### src/rtl/serial_subtractor.sv
// Bit-serial two's-complement subtractor: DIFF = A - B, one bit per clock, LSB first.
// Latency: DONE pulses WIDTH edges after the accepting START edge; results held afterwards.
// Backpressure: START is only accepted in IDLE/DONE; START during RUN is ignored (no queueing).
// Optional feature macro: SERIAL_SUB_OVF_EN enables signed-overflow detection; otherwise OVF is 0.
module serial_subtractor #(
    parameter int WIDTH = 32
) (
    input  logic             clk_i,
    input  logic             rst_i,
    input  logic             start_i,
    input  logic [WIDTH-1:0] a_i,
    input  logic [WIDTH-1:0] b_i,
    output logic [WIDTH-1:0] diff_o,
    output logic             borrow_o,
    output logic             ovf_o,
    output logic             busy_o,
    output logic             done_o
);

    localparam int CW = $clog2(WIDTH);

    typedef enum logic [1:0] {
        S_IDLE = 2'd0,
        S_RUN  = 2'd1,
        S_DONE = 2'd2
    } state_t;

    state_t           state_q;
    logic [WIDTH-1:0] a_q;
    logic [WIDTH-1:0] b_q;
    logic [WIDTH-1:0] diff_q;
    logic [CW-1:0]    cnt_q;
    logic             br_q;
    logic             borrow_q;
    logic             busy_q;
    logic             done_q;

`ifdef SERIAL_SUB_OVF_EN
    // Original operand sign bits, needed at the end because the shift registers lose them.
    logic             a_msb_q;
    logic             b_msb_q;
    logic             ovf_q;
`endif

    // Full-subtractor cell for the current bit step.
    logic a0;
    logic b0;
    logic d_bit;
    logic br_d;
    logic last_bit;

    assign a0       = a_q[0];
    assign b0       = b_q[0];
    assign d_bit    = a0 ^ b0 ^ br_q;
    assign br_d     = (~a0 & b0) | (~(a0 ^ b0) & br_q);
    assign last_bit = (cnt_q == CW'(WIDTH - 1));

    // Control FSM plus datapath registers; all outputs come straight from flops.
    always_ff @(posedge clk_i) begin
        if (rst_i) begin
            state_q  <= S_IDLE;
            a_q      <= '0;
            b_q      <= '0;
            diff_q   <= '0;
            cnt_q    <= '0;
            br_q     <= 1'b0;
            borrow_q <= 1'b0;
            busy_q   <= 1'b0;
            done_q   <= 1'b0;
`ifdef SERIAL_SUB_OVF_EN
            a_msb_q  <= 1'b0;
            b_msb_q  <= 1'b0;
            ovf_q    <= 1'b0;
`endif
        end else begin
            case (state_q)
                S_IDLE, S_DONE: begin
                    done_q <= 1'b0;
                    if (start_i) begin
                        // Accept: capture operands, clear previous results.
                        state_q  <= S_RUN;
                        a_q      <= a_i;
                        b_q      <= b_i;
                        diff_q   <= '0;
                        cnt_q    <= '0;
                        br_q     <= 1'b0;
                        borrow_q <= 1'b0;
                        busy_q   <= 1'b1;
`ifdef SERIAL_SUB_OVF_EN
                        a_msb_q  <= a_i[WIDTH-1];
                        b_msb_q  <= b_i[WIDTH-1];
                        ovf_q    <= 1'b0;
`endif
                    end else begin
                        state_q <= S_IDLE;
                    end
                end
                S_RUN: begin
                    a_q    <= {1'b0, a_q[WIDTH-1:1]};
                    b_q    <= {1'b0, b_q[WIDTH-1:1]};
                    diff_q <= {d_bit, diff_q[WIDTH-1:1]};
                    br_q   <= br_d;
                    cnt_q  <= cnt_q + 1'b1;
                    if (last_bit) begin
                        state_q  <= S_DONE;
                        borrow_q <= br_d;
                        busy_q   <= 1'b0;
                        done_q   <= 1'b1;
`ifdef SERIAL_SUB_OVF_EN
                        // Overflow only when signs differ and the result sign departs from A.
                        ovf_q    <= (a_msb_q ^ b_msb_q) & (d_bit ^ a_msb_q);
`endif
                    end
                end
                default: begin
                    state_q <= S_IDLE;
                    busy_q  <= 1'b0;
                    done_q  <= 1'b0;
                end
            endcase
        end
    end

    assign diff_o   = diff_q;
    assign borrow_o = borrow_q;
    assign busy_o   = busy_q;
    assign done_o   = done_q;
`ifdef SERIAL_SUB_OVF_EN
    assign ovf_o    = ovf_q;
`else
    assign ovf_o    = 1'b0;
`endif

endmodule

### config.mk
export PLATFORM = sky130hd
export DESIGN_NAME = serial_subtractor
export DESIGN_NICKNAME = d
export VERILOG_FILES = /design/src/rtl/serial_subtractor.sv
export SDC_FILE = /design/constraint.sdc
export NUM_CORES = 1
export LEC_CHECK = 0
export ABC_AREA = 0
export CAP_MARGIN = 10
export CORE_MARGIN = 4
export CORE_UTILIZATION = 49
export CTS_CLUSTER_DIAMETER = 50
export DETAILED_ROUTE_END_ITERATION = 6
export GPL_TIMING_DRIVEN = 0
export HOLD_SLACK_MARGIN = 0.03
export PLACE_DENSITY = 0.79
export SKIP_LAST_GASP = 1
export SYNTH_ARGS = -nofsm -noshare
export SYNTH_HDL_FRONTEND = slang
export SYNTH_SLANG_ARGS = --single-unit
### constraint.sdc
create_clock -name clk_i -period 1.4 [get_ports clk_i]
set_input_delay 0.28 -clock clk_i [delete_from_list [all_inputs] [get_ports clk_i]]
set_output_delay 0.28 -clock clk_i [all_outputs]
set_load 0.02 [all_outputs]
==> results.sh <==
export IMPL_gp_routability_congestion=0.782
export IMPL_wl_per_cell_um=15.1
export IMPL_relSlewSlack_pct=65.5
export IMPL_dieArea_sq_um=10300
export IMPL_slowest_delay_ns=0.37
export IMPL_switching_power_mw=1.59
export IMPL_final_setup_viol_count=0
export IMPL_n_antenna_cell=0
export IMPL_rsz0062_at_grt="yes"
export IMPL_stdcell_count=711
export IMPL_p_leak_nw=2.08
export IMPL_endpoint_kind="primary output"
export IMPL_min_period_over_period_pct=97.1
export IMPL_required_ns=1.12
export IMPL_pwr_share_clk_pct=32.6
export IMPL_totalWireLength_um=10700
export IMPL_final_cell_mix="dfxtp_1, nand3_1, a21oi_1, clkdlybuf4s50_1, a22oi_1"
export IMPL_seqPwrFrac_pct=52.7
export IMPL_path_cells="dlygate4sd2_1"
export IMPL_vias=4099
export IMPL_cts_root_buf="clkbuf_8"
export IMPL_holdCritPathClass="in2reg"
export IMPL_drv_cap=0
export IMPL_clkLatencyLatePin_ns=0.36
export IMPL_dp_cells=695
export IMPL_endpoint="diff_o[7]"
export IMPL_syn_to_final_growth_pct=32.1
export IMPL_dieWidth_um=102
export IMPL_run_status="finished clean"
export IMPL_cp_slowest_cell="dfxtp_1"
export IMPL_synth_seq_cells=107
export IMPL_start_util_pct=51.2
export IMPL_switching_share_pct=25.7
export IMPL_crit_buf_inv=1
export IMPL_path_clk_slew_ns=0.10
export IMPL_cts_sinks=107
export IMPL_crit_cells=1
export IMPL_grt_max_degree=18
export IMPL_reg2reg_from="cnt_q[0]"
export IMPL_synthCells=490
export IMPL_num_rows=33
export IMPL_numCtsBuffers=9
export IMPL_h_tree_depth=3
export IMPL_hold_violations=0
export IMPL_r2r_end="busy_o"
export IMPL_layout_setup_ws_ns=0.0403
export IMPL_grt_pass1_wl_um=17500
export IMPL_cp_top_family="flip-flops"
export IMPL_ant_nets=0
export IMPL_core_area_sq_um=8380
export IMPL_dp_hpwl_um=7740
export IMPL_port_buffers=100
export IMPL_grt_usage_pct=20.7
export IMPL_rrSetupSlack_ns=0.05
export IMPL_combinationalPowerShare_pct=14.7
export IMPL_synth_seq_area_share_pct=49.9
export IMPL_worstSetupPathType="reg2out"
export IMPL_drive_gt1_share_pct=12.9
export IMPL_finClkSkew_ns=0.00868
export IMPL_layout_commonest_cell="dfxtp_1"
export IMPL_cp_startpoint="diff_o[7]"
export IMPL_antenna_found_initial=0
export IMPL_peakVddDrop_uv=650
export IMPL_syn_area_per_cell_sq_um=8.76
export IMPL_drc_errors=0
export IMPL_viasPerCell=5.77
export IMPL_max_freq_mhz=735
export IMPL_post_place_ws_ns=-0.349
export IMPL_worst_setup_path_start_kind="flop"
export IMPL_cts_path_max_buffers=2
export IMPL_fin_util_pct=67.6
export IMPL_p_int_mw=4.60
export IMPL_die_h_um=102
export IMPL_grt_pass1_vias=3793
export IMPL_ys_warn_count=0
export IMPL_total_power_mw=6.19
export IMPL_min_period_ns=1.36
export IMPL_ys_types=28
export IMPL_synth_fp_nets=560
export IMPL_grt_overflow=0
export IMPL_layout_nets=671
export IMPL_tightest_slew_ns=0.518
export IMPL_io_pins=103
export IMPL_r2r_cells=6
export IMPL_drv_slew=0
export IMPL_firstDrtPassIters=5
export IMPL_cp_max_fo=3
export IMPL_cts_tree="yes"
export IMPL_postCtsSetupRepairBufs=0
export IMPL_synthesis_area_sq_um=4290
export IMPL_drt_iter0_drc=199
export IMPL_power_density_nw_per_um2=1090
export IMPL_crit_arrival_ns=1.08
export IMPL_cts_hold_fix_buffers=0
[routing by layer]
metal	part of all wire (%)	wire [um]	vias to the layer above	track usage (%)
li1	-	-	1996	-
met1	44	4750	1949	27.5
met2	48	5170	138	34.4
met3	5.8	618	16	3.17
met4	1.5	164	0	7.36
met5	0	0	-	0
[kinds of logic (layout without fill, tap and decap cells)]
group / after synthesis / in the layout / synth area share (%)
muxes: 2 / 2 / 0.700
other: 1 / 1 / 0.0874
AOI/OAI and AO/OA: 168 / 168 / 23.5
and+or+nand+nor: 154 / 154 / 17.3
buffers and inverters: 55 / 171 / 7.49
DFF: 107 / 107 / 49.9
adders and majority gates: 3 / 3 / 1.05
[Yosys cell counts]
| cell type | count | share of area (%) |
|---|---|---|
| mux2_4 | 2 | 0.70 |
| nor3b_1 | 2 | 0.35 |
| o21ai_0 | 1 | 0.12 |
| nand4_1 | 1 | 0.15 |
| a21oi_1 | 102 | 12 |
| buf_4 | 17 | 3.0 |
| a22oi_1 | 62 | 11 |
| nor2b_2 | 1 | 0.20 |
| buf_6 | 3 | 0.79 |
| nand3_1 | 102 | 12 |
| nand3b_1 | 1 | 0.17 |
| nand2b_1 | 4 | 0.58 |
| nand2_1 | 36 | 3.1 |
| nor3_1 | 1 | 0.12 |
| nor2_1 | 4 | 0.35 |
| clkbuf_1 | 10 | 0.87 |
| dfxtp_1 | 107 | 50 |
| inv_1 | 1 | 0.087 |
| and2b_1 | 1 | 0.17 |
| a31oi_1 | 1 | 0.15 |
| and3_1 | 1 | 0.15 |
| fa_1 | 1 | 0.47 |
| conb_1 | 1 | 0.087 |
| ha_1 | 2 | 0.58 |
| o21a_1 | 1 | 0.17 |
| buf_2 | 23 | 2.7 |
| buf_1 | 1 | 0.087 |
| a211oi_2 | 1 | 0.29 |
[power groups by stage]
stage / logic [mW] / registers, mW / clock network (mW)
floorplan: 0.538 / 3.31 / 0
global placement: 0.869 / 3.32 / 0
detailed placement: 0.887 / 3.33 / 0
CTS: 0.888 / 3.26 / 2.06
global route: 1.00 / 3.28 / 2.18
finish: 0.910 / 3.26 / 2.02
[final cells by class]
type / instances / area, sq um
timing repair buffer: 100 / 967
clock buffer: 12 / 165
multi-input combinational: 328 / 1850
inverter: 1 / 3.75
fill: 702 / 2710
buffer: 54 / 348
sequential: 107 / 2150
clock inverter: 4 / 55.1
tap: 105 / 131
[registers in the layout, indices dropped and copies added, names as in the netlist]
signal    flops
state_q       2
br_q          1
b_q          32
busy_o        1
cnt_q         5
borrow_o      1
diff_o       32
a_q          32
done_o        1
[what timing repair did]
action	4_1_cts	5_1_grt
setup endpoints to repair	38	89
pin swaps	0	0
resized for setup	38	46
[stage by stage]
step / area, sq um / setup TNS, ns / hold slack (ns)
after floorplan: 4290 / 0 / 0.416
after global placement: 5420 / -20.84 / 0.453
after detailed placement: 5420 / -23.35 / 0.462
after CTS: 5610 / 0 / 0.346
after global routing: 5670 / -0.0344 / 0.410
final: 5670 / 0 / 0.363
[worst min path at each step]
stage            endpoint  startpoint  depth (start not counted)  slack (ns)
2_1_floorplan     a_q[31]     a_i[31]                          2        0.42
3_3_place_gp   diff_o[24]  diff_o[25]                          2        0.45
3_5_place_dp      a_q[26]     a_q[26]                          2        0.46
4_1_cts          cnt_q[3]       rst_i                          3        0.35
5_1_grt          cnt_q[3]       rst_i                          3        0.41
6_report         cnt_q[3]       rst_i                          3        0.36
Note: power is estimated with default switching activity, not from simulation.
